<file path="config.mk">
export PLATFORM = sky130hd
export DESIGN_NAME = alu_seq
export DESIGN_NICKNAME = d
export VERILOG_FILES = /design/src/rtl/alu_seq_pkg.sv /design/src/rtl/alu_iter_unit.sv /design/src/rtl/alu_seq.sv
export SDC_FILE = /design/constraint.sdc
export NUM_CORES = 1
export LEC_CHECK = 0
export CAP_MARGIN = 40
export CORE_MARGIN = 3
export CORE_UTILIZATION = 29
export DETAILED_ROUTE_END_ITERATION = 8
export SYNTH_ARGS = -nofsm -noshare
export SYNTH_HDL_FRONTEND = slang
export SYNTH_SLANG_ARGS = --single-unit
export TNS_END_PERCENT = 20
</file>
<file path="constraint.sdc">
create_clock -name clk -period 1.45 [get_ports clk]
set_input_delay 0.29 -clock clk [delete_from_list [all_inputs] [get_ports clk]]
set_output_delay 0.29 -clock clk [all_outputs]
set_load 0.05 [all_outputs]
</file>
<file path="src/rtl/alu_seq_pkg.sv">
// Shared definitions for alu_seq: opcode encodings, FSM state type and opcode legality check.
package alu_seq_pkg;

   localparam logic [3:0] ALU_AND   = 4'b0000;
   localparam logic [3:0] ALU_OR    = 4'b0001;
   localparam logic [3:0] ALU_ADD   = 4'b0010;
   localparam logic [3:0] ALU_SUB   = 4'b0110;
   localparam logic [3:0] ALU_SLT   = 4'b0111;
   localparam logic [3:0] ALU_NOR   = 4'b1100;
   localparam logic [3:0] ALU_SLL   = 4'b1110;
   localparam logic [3:0] ALU_SRL   = 4'b1111;
   localparam logic [3:0] ALU_MULTU = 4'b1000;
   localparam logic [3:0] ALU_DIVU  = 4'b1001;

   typedef enum logic [1:0] {
      IDLE = 2'd0,
      ITER = 2'd1,
      DONE = 2'd2
   } alu_state_t;

   // MULTU/DIVU are only legal when the iterative unit is built.
   function automatic logic alu_is_illegal(input logic [3:0] op, input logic muldiv_en);
      logic r;
      case (op)
         ALU_AND, ALU_OR, ALU_ADD, ALU_SUB,
         ALU_SLT, ALU_NOR, ALU_SLL, ALU_SRL: r = 1'b0;
         ALU_MULTU, ALU_DIVU:               r = ~muldiv_en;
         default:                           r = 1'b1;
      endcase
      return r;
   endfunction

endpackage

</file>
<file path="src/rtl/alu_iter_unit.sv">
// Iterative unsigned multiply (shift-add) / divide (restoring) datapath, one step per cycle.
// o_next_* present the accumulator value after the current step so the caller can register it.
module alu_iter_unit
   import alu_seq_pkg::*;
#(
   parameter int WIDTH = 32,
   parameter int SHW   = $clog2(WIDTH)
) (
   input  logic             clk,
   input  logic             rst_n,
   input  logic             i_start,
   input  logic             i_step,
   input  logic             i_mode,
   input  logic [WIDTH-1:0] i_a,
   input  logic [WIDTH-1:0] i_b,
   output logic [WIDTH-1:0] o_next_lo,
   output logic [WIDTH-1:0] o_next_hi,
   output logic             o_last
);

   logic             r_mode;
   logic [WIDTH-1:0] r_hi;
   logic [WIDTH-1:0] r_lo;
   logic [WIDTH-1:0] r_b;
   logic [SHW-1:0]   r_cnt;

   logic [WIDTH:0]   w_sum;
   logic [WIDTH:0]   w_rem_sh;
   logic [WIDTH:0]   w_diff;
   logic [WIDTH-1:0] w_next_hi;
   logic [WIDTH-1:0] w_next_lo;

   // Multiply: {hi,lo} shifts right with lo holding the multiplier.
   // Divide: {rem,quot} shifts left with lo holding the dividend; diff MSB is the borrow.
   always_comb begin
      w_sum     = {1'b0, r_hi} + {1'b0, r_b};
      w_rem_sh  = {r_hi, r_lo[WIDTH-1]};
      w_diff    = w_rem_sh - {1'b0, r_b};
      w_next_hi = r_hi;
      w_next_lo = r_lo;
      if (!r_mode) begin
         if (r_lo[0]) {w_next_hi, w_next_lo} = {w_sum, r_lo[WIDTH-1:1]};
         else         {w_next_hi, w_next_lo} = {1'b0, r_hi, r_lo[WIDTH-1:1]};
      end else begin
         if (!w_diff[WIDTH]) begin
            w_next_hi = w_diff[WIDTH-1:0];
            w_next_lo = {r_lo[WIDTH-2:0], 1'b1};
         end else begin
            w_next_hi = w_rem_sh[WIDTH-1:0];
            w_next_lo = {r_lo[WIDTH-2:0], 1'b0};
         end
      end
   end

   always_ff @(posedge clk or negedge rst_n) begin
      if (!rst_n) begin
         r_mode <= 1'b0;
         r_hi   <= '0;
         r_lo   <= '0;
         r_b    <= '0;
         r_cnt  <= '0;
      end else if (i_start) begin
         r_mode <= i_mode;
         r_hi   <= '0;
         r_lo   <= i_a;
         r_b    <= i_b;
         r_cnt  <= SHW'(WIDTH - 1);
      end else if (i_step) begin
         r_hi   <= w_next_hi;
         r_lo   <= w_next_lo;
         r_cnt  <= r_cnt - SHW'(1);
      end
   end

   assign o_next_lo = w_next_lo;
   assign o_next_hi = w_next_hi;
   assign o_last    = (r_cnt == '0);

endmodule

</file>
<file path="src/rtl/alu_seq.sv">
// EX-stage ALU with valid/ready front end, registered outputs and optional iterative MULTU/DIVU.
// The iterative path and ITER/DONE states exist only when ALU_SEQ_MULDIV_EN is defined.
//
// state | meaning
// IDLE  | ready; single-cycle ops complete here with out_valid next cycle
// ITER  | multiply/divide stepping, in_ready low
// DONE  | iterative result presented (out_valid), ready for a new request
module alu_seq
   import alu_seq_pkg::*;
#(
   parameter int WIDTH = 32,
   parameter int SHW   = $clog2(WIDTH)
) (
   input  logic             clk,
   input  logic             rst_n,
   input  logic             in_valid,
   output logic             in_ready,
   input  logic [3:0]       alu_control,
   input  logic [WIDTH-1:0] rs,
   input  logic [WIDTH-1:0] rt,
   input  logic [SHW-1:0]   shamt,
   output logic             out_valid,
   output logic [WIDTH-1:0] result,
   output logic [WIDTH-1:0] hi,
   output logic             zero,
   output logic             fault
);

`ifdef ALU_SEQ_MULDIV_EN
   localparam logic MULDIV_EN = 1'b1;
`else
   localparam logic MULDIV_EN = 1'b0;
`endif

   logic             r_out_valid;
   logic [WIDTH-1:0] r_result;
   logic [WIDTH-1:0] r_hi;
   logic             r_zero;
   logic             r_fault;

   logic             w_in_ready;
   logic             w_accept;
   logic             w_start;
   logic [WIDTH-1:0] w_diff;
   logic [WIDTH-1:0] w_res;
   logic [WIDTH-1:0] w_hi;
   logic             w_zero;
   logic             w_fault;

   always_comb begin
      w_res   = '0;
      w_hi    = '0;
      w_zero  = 1'b0;
      w_fault = 1'b0;
      w_diff  = rs - rt;
      case (alu_control)
         ALU_AND: w_res = rs & rt;
         ALU_OR:  w_res = rs | rt;
         ALU_ADD: w_res = rs + rt;
         ALU_SUB: begin
            w_res  = w_diff;
            w_zero = (w_diff == '0);
         end
         ALU_SLT: w_res = {{(WIDTH-1){1'b0}}, ($signed(rs) < $signed(rt))};
         ALU_NOR: w_res = ~(rs | rt);
         ALU_SLL: w_res = rt << shamt;
         ALU_SRL: w_res = rt >> shamt;
`ifdef ALU_SEQ_MULDIV_EN
         ALU_DIVU: begin
            if (rt == '0) begin
               w_res   = '1;
               w_hi    = rs;
               w_fault = 1'b1;
            end
         end
`endif
         default: ;
      endcase
      if (alu_is_illegal(alu_control, MULDIV_EN)) w_fault = 1'b1;
   end

   assign w_accept = in_valid & w_in_ready;

`ifdef ALU_SEQ_MULDIV_EN
   alu_state_t       r_state;
   alu_state_t       w_state_next;
   logic             w_is_iter;
   logic [WIDTH-1:0] w_iter_lo;
   logic [WIDTH-1:0] w_iter_hi;
   logic             w_iter_last;
   logic             w_iter_done;

   assign w_in_ready  = (r_state != ITER);
   assign w_is_iter   = (alu_control == ALU_MULTU) ||
                        ((alu_control == ALU_DIVU) && (rt != '0));
   assign w_start     = w_accept & w_is_iter;
   assign w_iter_done = (r_state == ITER) & w_iter_last;

   always_ff @(posedge clk or negedge rst_n) begin
      if (!rst_n) r_state <= IDLE;
      else        r_state <= w_state_next;
   end

   always_comb begin
      w_state_next = r_state;
      case (r_state)
         IDLE, DONE: w_state_next = w_start ? ITER : IDLE;
         ITER:       if (w_iter_last) w_state_next = DONE;
         default:    w_state_next = IDLE;
      endcase
   end

   alu_iter_unit #(.WIDTH(WIDTH), .SHW(SHW)) u_iter (
      .clk       (clk),
      .rst_n     (rst_n),
      .i_start   (w_start),
      .i_step    (r_state == ITER),
      .i_mode    (alu_control == ALU_DIVU),
      .i_a       (rs),
      .i_b       (rt),
      .o_next_lo (w_iter_lo),
      .o_next_hi (w_iter_hi),
      .o_last    (w_iter_last)
   );
`else
   assign w_in_ready = 1'b1;
   assign w_start    = 1'b0;
`endif

   always_ff @(posedge clk or negedge rst_n) begin
      if (!rst_n) begin
         r_out_valid <= 1'b0;
         r_result    <= '0;
         r_hi        <= '0;
         r_zero      <= 1'b0;
         r_fault     <= 1'b0;
      end else begin
         r_out_valid <= 1'b0;
         if (w_accept && !w_start) begin
            r_out_valid <= 1'b1;
            r_result    <= w_res;
            r_hi        <= w_hi;
            r_zero      <= w_zero;
            r_fault     <= w_fault;
         end
`ifdef ALU_SEQ_MULDIV_EN
         // Final step lands straight in the output registers so out_valid rises in DONE.
         else if (w_iter_done) begin
            r_out_valid <= 1'b1;
            r_result    <= w_iter_lo;
            r_hi        <= w_iter_hi;
            r_zero      <= 1'b0;
            r_fault     <= 1'b0;
         end
`endif
      end
   end

   assign in_ready  = w_in_ready;
   assign out_valid = r_out_valid;
   assign result    = r_result;
   assign hi        = r_hi;
   assign zero      = r_zero;
   assign fault     = r_fault;

endmodule

</file>
# Word-level counts from Yosys, hierarchy flattened

Memory sizes are Yosys's and may differ from the RTL's.
Index checks and enable logic that the tools add are counted.

Mux-type cells: 4
Add/subtract/negate cells: 2
Bitwise operators: 3
Reductions and logical operators: 2
Eq/ne operators: 7
Order comparisons: 1
Shift-type cells: 2

Operator list:

| operator           | number |
|---|---|
| $pmux 32 s8        | 1 |
| $add 32x32->32     | 1 |
| $and 32x32->32     | 1 |
| $logic_not 32->1   | 1 |
| $lt 32x32->1       | 1 |
| $not 32->32        | 1 |
| $or 32x32->32      | 1 |
| $shl 32x5->32      | 1 |
| $shr 32x5->32      | 1 |
| $sub 32x32->32     | 1 |
| $eq 4x4->1 const B | 3 |
| $eq 4x3->1 const B | 2 |
| $eq 4x1->1 const B | 1 |
| $eq 4x2->1 const B | 1 |
| $logic_not 4->1    | 1 |
| $mux 1             | 3 |

Memories kept: 1
Logic and storage cells: 26
Flip-flop bits (word level): 35
Memory bits (read-only): 16

Memory list:

| name            | depth | bits a word | read ports | clocked after memory_dff | wr ports | RTL line          | source |
|---|---|---|---|---|---|---|---|
| (no name shown) | 16    | 1           | 1          | 0                        | 0        | alu_seq_pkg.sv:24 | `case (op)` |

# Longest topological paths before layout

Depth after elaboration: 3
Depth in mapped cells: 14
Depth with buffers taken out: 14

# Worst setup path before layout

No wires, ideal clock.

Path kind: input port to flip-flop
Start: input rs[0]
End: register r_result[30] (netlist: result[30])
Library setup time: 87 ps
Stages: 13
Setup slack: -1720 ps
Data required time: 1363 ps
Arrival: 3083 ps
Path buffers: 0
Cells stage by stage: ha_1 -> inv_1 -> fa_1 -> nor2b_4 -> o31a_1 -> o21a_1 -> o41a_1 -> a31o_1 -> a211o_1 -> a31o_1 -> a221o_1 -> o21a_1 -> a211oi_2

Longest elaborated chain between the ends: 2
Elaborated cells on any way between the ends: 3
Classes of those cells: add/sub (2); mux (1)

RTL lines:

| item                                                    | RTL line                     | source |
|---|---|---|
| start, declared                                         | alu_seq.sv:19                | `input logic [WIDTH-1:0] rs,` |
| $sub 32x32->32 / $add 32x32->32 (equally long branches) | alu_seq.sv:55, alu_seq.sv:59 |  |
| $pmux 32 s8 (*)                                         | alu_seq.sv:56                | `case (alu_control)` |
| end signal, assigned                                    | alu_seq.sv:141               | `r_result <= w_res;` |
| end, declared                                           | alu_seq.sv:36                | `logic [WIDTH-1:0] r_result;` |

Every way passes the cells marked *; elsewhere a longest branch is shown, timed or not.
A chain may end at the register's enable or synchronous reset.

# Final worst setup path

Start: input rt[0]
End: register r_result[18] (netlist: result[18])

Longest elaborated chain between the ends: 2
Elaborated cells on any way between the ends: 5
Classes of those cells: add/sub (2); shift (2); mux (1)

RTL lines:

| item                                         | RTL line      | source |
|---|---|---|
| start, declared                              | alu_seq.sv:20 | `input logic [WIDTH-1:0] rt,` |
| $sub 32x32->32, or another cell as far along | alu_seq.sv:55 | `w_diff = rs - rt;` |
| $pmux 32 s8 (*)                              | alu_seq.sv:56 |  |

Marked as above.

==> summary.md <==
| Metric | Value |
|---|---|
| Setup WS post-layout | -1.78 ns |
| P_sw | around 0.0046 W |
| Worst skew pair latency | roughly 0.28 ns |
| Io pins | 144 |
| Share of flip-flops with an asynchronous set or reset | 1.00 |
| Final setup TNS | -42.80 ns |
| Total Wirelength | 57600 um |
| Share of cells above drive strength 1 | 0.469 |
| CP startpoint kind | input port |
| CP Cell Sequence | buf_8 > buf_6 > ha_4 > inv_2 > fa_2 > nor2b_4 > o31a_1 > o21a_1 > o41a_1 > a31o_1 > a211o_1 > buf_6 > a311oi_2 > a31oi_1 > a211oi_2 > o2bb2ai_1 |
| DRC Markers | 0 |
| DRT Pass-1 Iters | 5 |
| First-pass GRT wire length | 84100 um |
| Achievable frequency | about 310 MHz |
| Number of distinct library cells after synthesis | 80 |
| Die area | approximately 37000 um2 |
| CTS tree | built |
| #FFs+latches synth | 35 |
| Flop pwr share | 0.116 |
| Worst R2R Start | result[24] |
| CP Class | in -> reg |
| R2r setup slk | -0.05 ns |
| Initial DRC Count | 1227 |
| MaxCap Viol Count | 0 |
| Family with the most delay on the worst path | compound AO/OA/AOI/OAI gates |
| CTS Buffer Depth | 2 |
| Worst path arrival time | between 3 and 4 ns |
| Yosys warning count | 0 |
| Sw Ratio | 0.456 |
| Finished Layout Cells | 2456 |
| Sink Count | 35 |
| TritonCTS Buffers | 5 |
| Crit path time final | 3.23 ns |
| Internal power | approximately 0.0055 W |
| Post-route cell area | around 18000 um2 |
| Std cell rows | 67 |
| Cell repeated most along the worst path | buf_6 |
| DR vias | 13800 |
| Status | complete, but fails checks |
| Port buffer count | 110 |
| GPL Wtd Cong | 1.02 |
| Core area | about 34000 um2 |
| RSZ-0062 raised after global routing | yes |
| Grt ovf | 0 |
| CP Capture Type | flip-flop |
| Reg2reg path depth | 7 |
| Post-Syn Area | 9990 um2 |
| Final net count | 2184 |
| Worst Hold Class | in -> async |
| Max-slew headroom | 0.448 |
| Mean Syn Cell Area | 7.23 um2 |
| Setup violators final | 34 |
| Gate power share | 0.765 |
| Worst EP required | 1.60 ns |
| Multi-input gate area | 9430 um2 |
| Pwr per Cell Area | 573 nW/um2 |
| Worst Skew | 0 ns |
| Failing checks | setup timing |
| Root buf cell | clkbuf_16 |
| Register area | 876 um2 |
| Post-layout util | 0.524 |
| Post-synth EDFFs | 0 |
| Initial antenna violation count | 0 |
| Slowest stage delay, CP | roughly 0.45 ns |
| Worst-path maximum fanout | 2 |
| Post-synthesis sequential area ratio | 0.0877 |
| Setup WS pre-CTS | -2.61 ns |
| CTS HTree Levels | 2 |
| Fin crit share | 2.23 |
| Area post-placement | 16300 um2 |
| WP depth | 16 |
| Vias in the first global route | 13300 |
| Die height | 192 um |
| Mapped Cells | 1382 |
| Layout area overhead | 77.1% |
| Static leakage | ~8.0 nW |
| Ant diodes | 0 |
| Post-DP HPWL | 49200 um |
| Via density | 5.60 |
| Max-slew violations | 0 |
| Clock power share | 0.119 |
| Fin. Hold Viols | 0 |
| GRT Total Usage | 0.305 |
| Routed Antenna Nets | 0 |
| Initial core utilization | 0.296 |
| Total placed cells including tap cells | 2418 |
| # fillers | 3204 |
| Slowest stage cell, crit path | o41a_1 |
| WP buf/inv | 4 |
| Worst slew pin tran | 0.825 ns |
| Primary FF master, synth | dfrtp_1 |
| Worst-path clk slew | 0.06 ns |
| Chip width | roughly 190 um |
| Avg WL per Cell | around 23 um |
| Largest net degree at the start of global routing | 36 |
| Peak VDD IR | between 0.0005 and 0.0006 V |
| R2R Path End | result[24] |
logic make-up (layout without fill, tap and decap cells):
family          after synthesis  count (layout)  synth area share
mux                          87              87             0.138
other cells                   2              33          0.000752
compound gates              476             476             0.327
simple gates                419             419             0.191
xor+xnor                     31              31            0.0272
fa+ha+maj                   101             101             0.128
flops                        35              35            0.0877
buf+inv                     231             826             0.101
sequential cells by signal, indices dropped and copies added, names as in the netlist:
signal and count:
result 32, zero 1, out_valid 1, fault 1
what timing repair did:
item | CTS | global route
buffers inserted | 27 | 6
setup endpoints to repair | 34 | 34
gates cloned | 0 | 0
hold buffers | 0 | 0
gates resized for setup | 337 | 48
pin swaps | 79 | 37
worst register-to-register path, delay by kind of cell (launching register included):
family,cells,cell delay (ns)
buf+inv,1,0.15
flops,1,0.39
compound gates,4,0.59
simple gates,2,0.25
metal layers:
metal,global-route usage,routed length [um],vias up
li1,-,-,6326
met5,0,0,-
met4,0.0889,2010,0
met3,0.0287,4150,100
met1,0.437,25800,6678
met2,0.486,25600,660
cell type report:
cell class,instances,area share
Clock inverter,3,0.00247
Sequential cell,35,0.0495
Inverter,102,0.0244
Timing Repair Buffer,716,0.352
Clock buffer,5,0.00707
Multi-Input combinational cell,1147,0.533
Tap cell,448,0.0317
cells in the mapped netlist, types with 8 or more instances:
| master | instances | area [um2] |
|---|---|---|
| nand2b_1 | 11 | 68.8 |
| o22ai_1 | 9 | 56.3 |
| ha_1 | 99 | 1240 |
| nor4_1 | 9 | 56.3 |
| nand3_1 | 17 | 85.1 |
| dfrtp_1 | 35 | 876 |
| buf_1 | 9 | 33.8 |
| a211oi_1 | 24 | 180 |
| nor2_1 | 173 | 649 |
| buf_4 | 33 | 248 |
| a21o_1 | 15 | 113 |
| o2bb2ai_1 | 20 | 175 |
| o31ai_1 | 17 | 128 |
| nor3_1 | 30 | 150 |
| mux4_2 | 40 | 901 |
| and3_1 | 8 | 50.1 |
| or3_1 | 9 | 56.3 |
| xnor2_1 | 26 | 228 |
| clkbuf_1 | 80 | 300 |
| o211ai_1 | 15 | 113 |
| o21a_1 | 9 | 67.6 |
| inv_1 | 97 | 364 |
| o221ai_1 | 13 | 114 |
| nor2b_1 | 14 | 87.6 |
| a21oi_1 | 109 | 546 |
| nand2_1 | 106 | 398 |
| a31oi_1 | 8 | 50.1 |
| o21bai_1 | 9 | 67.6 |
| a221oi_1 | 44 | 385 |
| a211o_1 | 11 | 96.3 |
| o21ai_0 | 87 | 435 |
| a221o_1 | 11 | 110 |
| o21ai_1 | 12 | 60.1 |
| nand4_1 | 12 | 75.1 |
| mux2i_1 | 45 | 450 |
cell usage in the layout, fill, tap and decap left out, types with 21 or more instances in the layout:
cell type and count:
dlygate4sd2_1 21, nor2_1 162, nor3_1 24, mux2i_1 39, a21oi_1 89, conb_1 33
ha_4 31, ha_1 59, mux4_2 40, nand2_1 105, o21ai_1 23, buf_6 25
inv_2 36, inv_1 57, o21ai_0 71, buf_4 571, dfrtp_1 35, buf_12 52
a221oi_1 32
power by group through the flow:
stage	combinational (W)	clock, W	sequential, W
after floorplan	0.00296	0	0.00145
after global placement	0.00693	0	0.00119
after detailed placement	0.00695	0	0.00119
after CTS	0.00749	0.00123	0.00117
after global routing	0.00816	0.00127	0.00119
final	0.00776	0.00121	0.00117
how the worst max path moves through the flow:
stage | start | end | slack, ns
finish | rt[0] | result[18] | -1.78
global route | rs[0] | zero | -1.81
CTS | rt[0] | result[30] | -1.87
detailed placement | rt[0] | result[28] | -2.61
global placement | rt[1] | result[23] | -2.59
floorplan | rs[2] | result[30] | -1.55
per-stage QoR:
stage	hold slack, ns	power, W
finish	0.0403	0.0101
global route	0.0737	0.0106
CTS	0.0534	0.00990
detailed placement	0.347	0.00814
global placement	0.340	0.00812
floorplan	-0.00559	0.00442
No activity file was read; power rests on OpenSTA's default activity.
==> edit, RTL diff (same settings) <==
Add a define of `ALU_SEQ_MULDIV_EN`.
--- a/src/rtl/alu_seq.sv
+++ b/src/rtl/alu_seq.sv
@@ -5,6 +5,8 @@
 // IDLE  | ready; single-cycle ops complete here with out_valid next cycle
 // ITER  | multiply/divide stepping, in_ready low
 // DONE  | iterative result presented (out_valid), ready for a new request
+`define ALU_SEQ_MULDIV_EN
+
 module alu_seq
    import alu_seq_pkg::*;
 #(
Behaviour: not the same (Yosys sat finds a counterexample within 4 cycles, from zero or initial values and one cycle with rst_n low).
==> edit against the unedited design <==
The flow still finishes with violations (negative setup slack); clock power rose to 3.9 times the old value; worst setup slack got worse by 0.26 ns; design area rose by 94%; first-iteration DRC count rose by 140%; clock skew rose by 0.030 ns; wire length rose by 97%; critical path depth rose by 1; sequential cell count rose by 136; area after synthesis rose by 110%; total power rose to 5.3 times the old value; largest cell class unchanged; via count rose by 90%.
==> edit: results (changes against the unedited design) <==
{| class="wikitable"
! Metric !! Value
|-
| Number of buffers added on ports || 143 (was 110)
|-
| Peak fanout along the critical path || 3 (was 2)
|-
| Wire length of the first global-routing pass || 166,000 um (was 84,100 um)
|-
| R2r endpoint || u_iter.r_hi[28]$_DFFE_PN0P_ (was result[24]$_DFFE_PN0P_)
|-
| Clk_lat worst skew || 0.52 ns (was 0.28 ns)
|-
| Drt first pass iters || 6 (was 5)
|-
| Post-synth cell types || 89 (was 80)
|-
| Detailed-placement wirelength estimate || 92,100 um (was 49,200 um)
|-
| Violations in the final reports || negative setup slack (unchanged)
|-
| CTS H-tree depth || 4 (was 2)
|-
| Via count of the first global-routing pass || 25,334 (was 13,311)
|-
| Critical-path top delay cell || sky130_fd_sc_hd__dfrtp_2 (was sky130_fd_sc_hd__o41a_1)
|-
| Slew at the pin closest to its max-slew limit || 0.953 ns (was 0.825 ns)
|-
| Number of antenna violations at the first check in global routing || 4 (was 0)
|-
| Count of endpoints failing setup in the final report || 171 (was 34)
|-
| Length in cells of the worst reg-to-reg path || 17 (was 7)
|-
| Total Routing Usage GR || 29.5% (was 30.5%)
|-
| Largest net degree at the start of global routing || 68 (was 36)
|-
| Lkg Pwr || 15.6 nW (was 8.03 nW)
|-
| Crit start category || flip-flop (was input pin)
|-
| Starting DRT DRC Count || 2,949 (was 1,227)
|-
| Slowest stage delay, CP || 0.48 ns (was 0.45 ns)
|-
| Run status || finished, violations left (unchanged)
|-
| Top area cells in the synthesized netlist || sky130_fd_sc_hd__dfrtp_1 (20%), sky130_fd_sc_hd__ha_1 (10%), sky130_fd_sc_hd__mux4_2 (6.1%) (was sky130_fd_sc_hd__ha_1 (12%), sky130_fd_sc_hd__mux4_2 (9.0%), sky130_fd_sc_hd__dfrtp_1 (8.8%))
|-
| Data arrival time of the worst path || 3.86 ns (was 3.38 ns)
|-
| Total clock buffers created by CTS || 17 (was 5)
|-
| Routed vias || 26,186 (was 13,764)
|-
| Final Skew || 0.0299 ns (was 0 ns)
|-
| Most frequent cells after synthesis || sky130_fd_sc_hd__nand2_1 (236), sky130_fd_sc_hd__a21oi_1 (234), sky130_fd_sc_hd__nor2_1 (232) (was sky130_fd_sc_hd__nor2_1 (173), sky130_fd_sc_hd__a21oi_1 (109), sky130_fd_sc_hd__nand2_1 (106))
|-
| Share of final-layout standard cells stronger than drive strength 1 || 42.4% (was 46.9%)
|-
| Net total in the final layout || 3,913 (was 2,184)
|-
| Worst setup endpoint || u_iter.r_hi[28]$_DFFE_PN0P_ (was result[18]$_DFFE_PN0P_)
|-
| Area post-placement || 31,800 sq um (was 16,300 sq um)
|-
| Final worst setup slack || -2.03 ns (was -1.78 ns)
|}
[edit: cell type report]
type                            count  area (sq um)
Tap cell                          940          1180
Multi-Input combinational cell   2130         17100
Inverter                          147           586
Clock buffer                       19           443
Sequential cell                   171          4300
Fill cell                        6742         36400
Clock inverter                     13           119
Antenna cell                        3          7.51
Timing Repair Buffer             1194         10600
[edit: layer usage]
layer,part of all wire [%],up-vias,track usage (%)
met5,0.018,-,0
met4,4.1,4,10.5
met3,7.7,218,4.31
met2,43,1247,44.5
met1,45,12833,42.6
li1,-,11884,-
[edit: worst max-delay path, delay by kind of cell (launching register included)]
kind            cells  cell delay (ns)
xor+xnor            1             0.26
buf+inv             5             0.55
simple gates        2             0.19
fa+ha+maj           2             0.39
compound gates      7             1.49
flops               1             0.48
[edit: worst min-delay path by stage]
| stage | endpoint | from | depth (start not counted) |
|---|---|---|---|
| floorplan | fault$_DFFE_PN0P_ | rst_n | 0 |
| global placement | u_iter.r_b[5]$_DFFE_PN0P_ | rst_n | 1 |
| detailed placement | u_iter.r_b[5]$_DFFE_PN0P_ | rst_n | 1 |
| CTS | u_iter.r_lo[14]$_DFFE_PN0P_ | rs[14] | 4 |
| global route | u_iter.r_lo[14]$_DFFE_PN0P_ | rs[14] | 4 |
| finish | u_iter.r_lo[14]$_DFFE_PN0P_ | rs[14] | 4 |
[edit: what timing repair did]
item	in CTS	in global routing
hold buffers	1	0
gates cloned	2	1
setup buffers	32	9
endpoints found under the hold margin	155	0
pin swaps	95	64
setup endpoints to repair	179	175
gates resized for setup	306	149
[edit: cells by family after synthesis]
| logic type | Yosys count | share of synthesized area, % |
|---|---|---|
| fa+ha+maj | 176 | 10.7 |
| xor+xnor | 86 | 3.64 |
| flops | 171 | 20.5 |
| buf+inv | 344 | 6.25 |
| compound gates | 899 | 29.2 |
| simple gates | 788 | 17.6 |
| mux | 181 | 12.1 |
[edit: where the power goes]
group | total, W | leakage [nW] | switching [W] | internal [W]
registers | 0.00852 | 2.05 | 0.00201 | 0.00651
clock network | 0.00476 | 0.266 | 0.00234 | 0.00242
logic | 0.0408 | 13.2 | 0.0205 | 0.0202
[edit: per-stage QoR]
step | hold slack (ns) | worst slack, ns | setup TNS (ns) | std cells
5_1_grt | 0.257 | -2.12 | -216.56 | 4615
3_3_place_gp | 0.190 | -2.70 | -321.70 | 4543
3_5_place_dp | 0.189 | -2.75 | -317.59 | 4544
6_report | 0.227 | -2.03 | -203.72 | 4617
2_1_floorplan | -0.00559 | -1.58 | -178.58 | 2645
4_1_cts | 0.217 | -1.97 | -204.56 | 4609
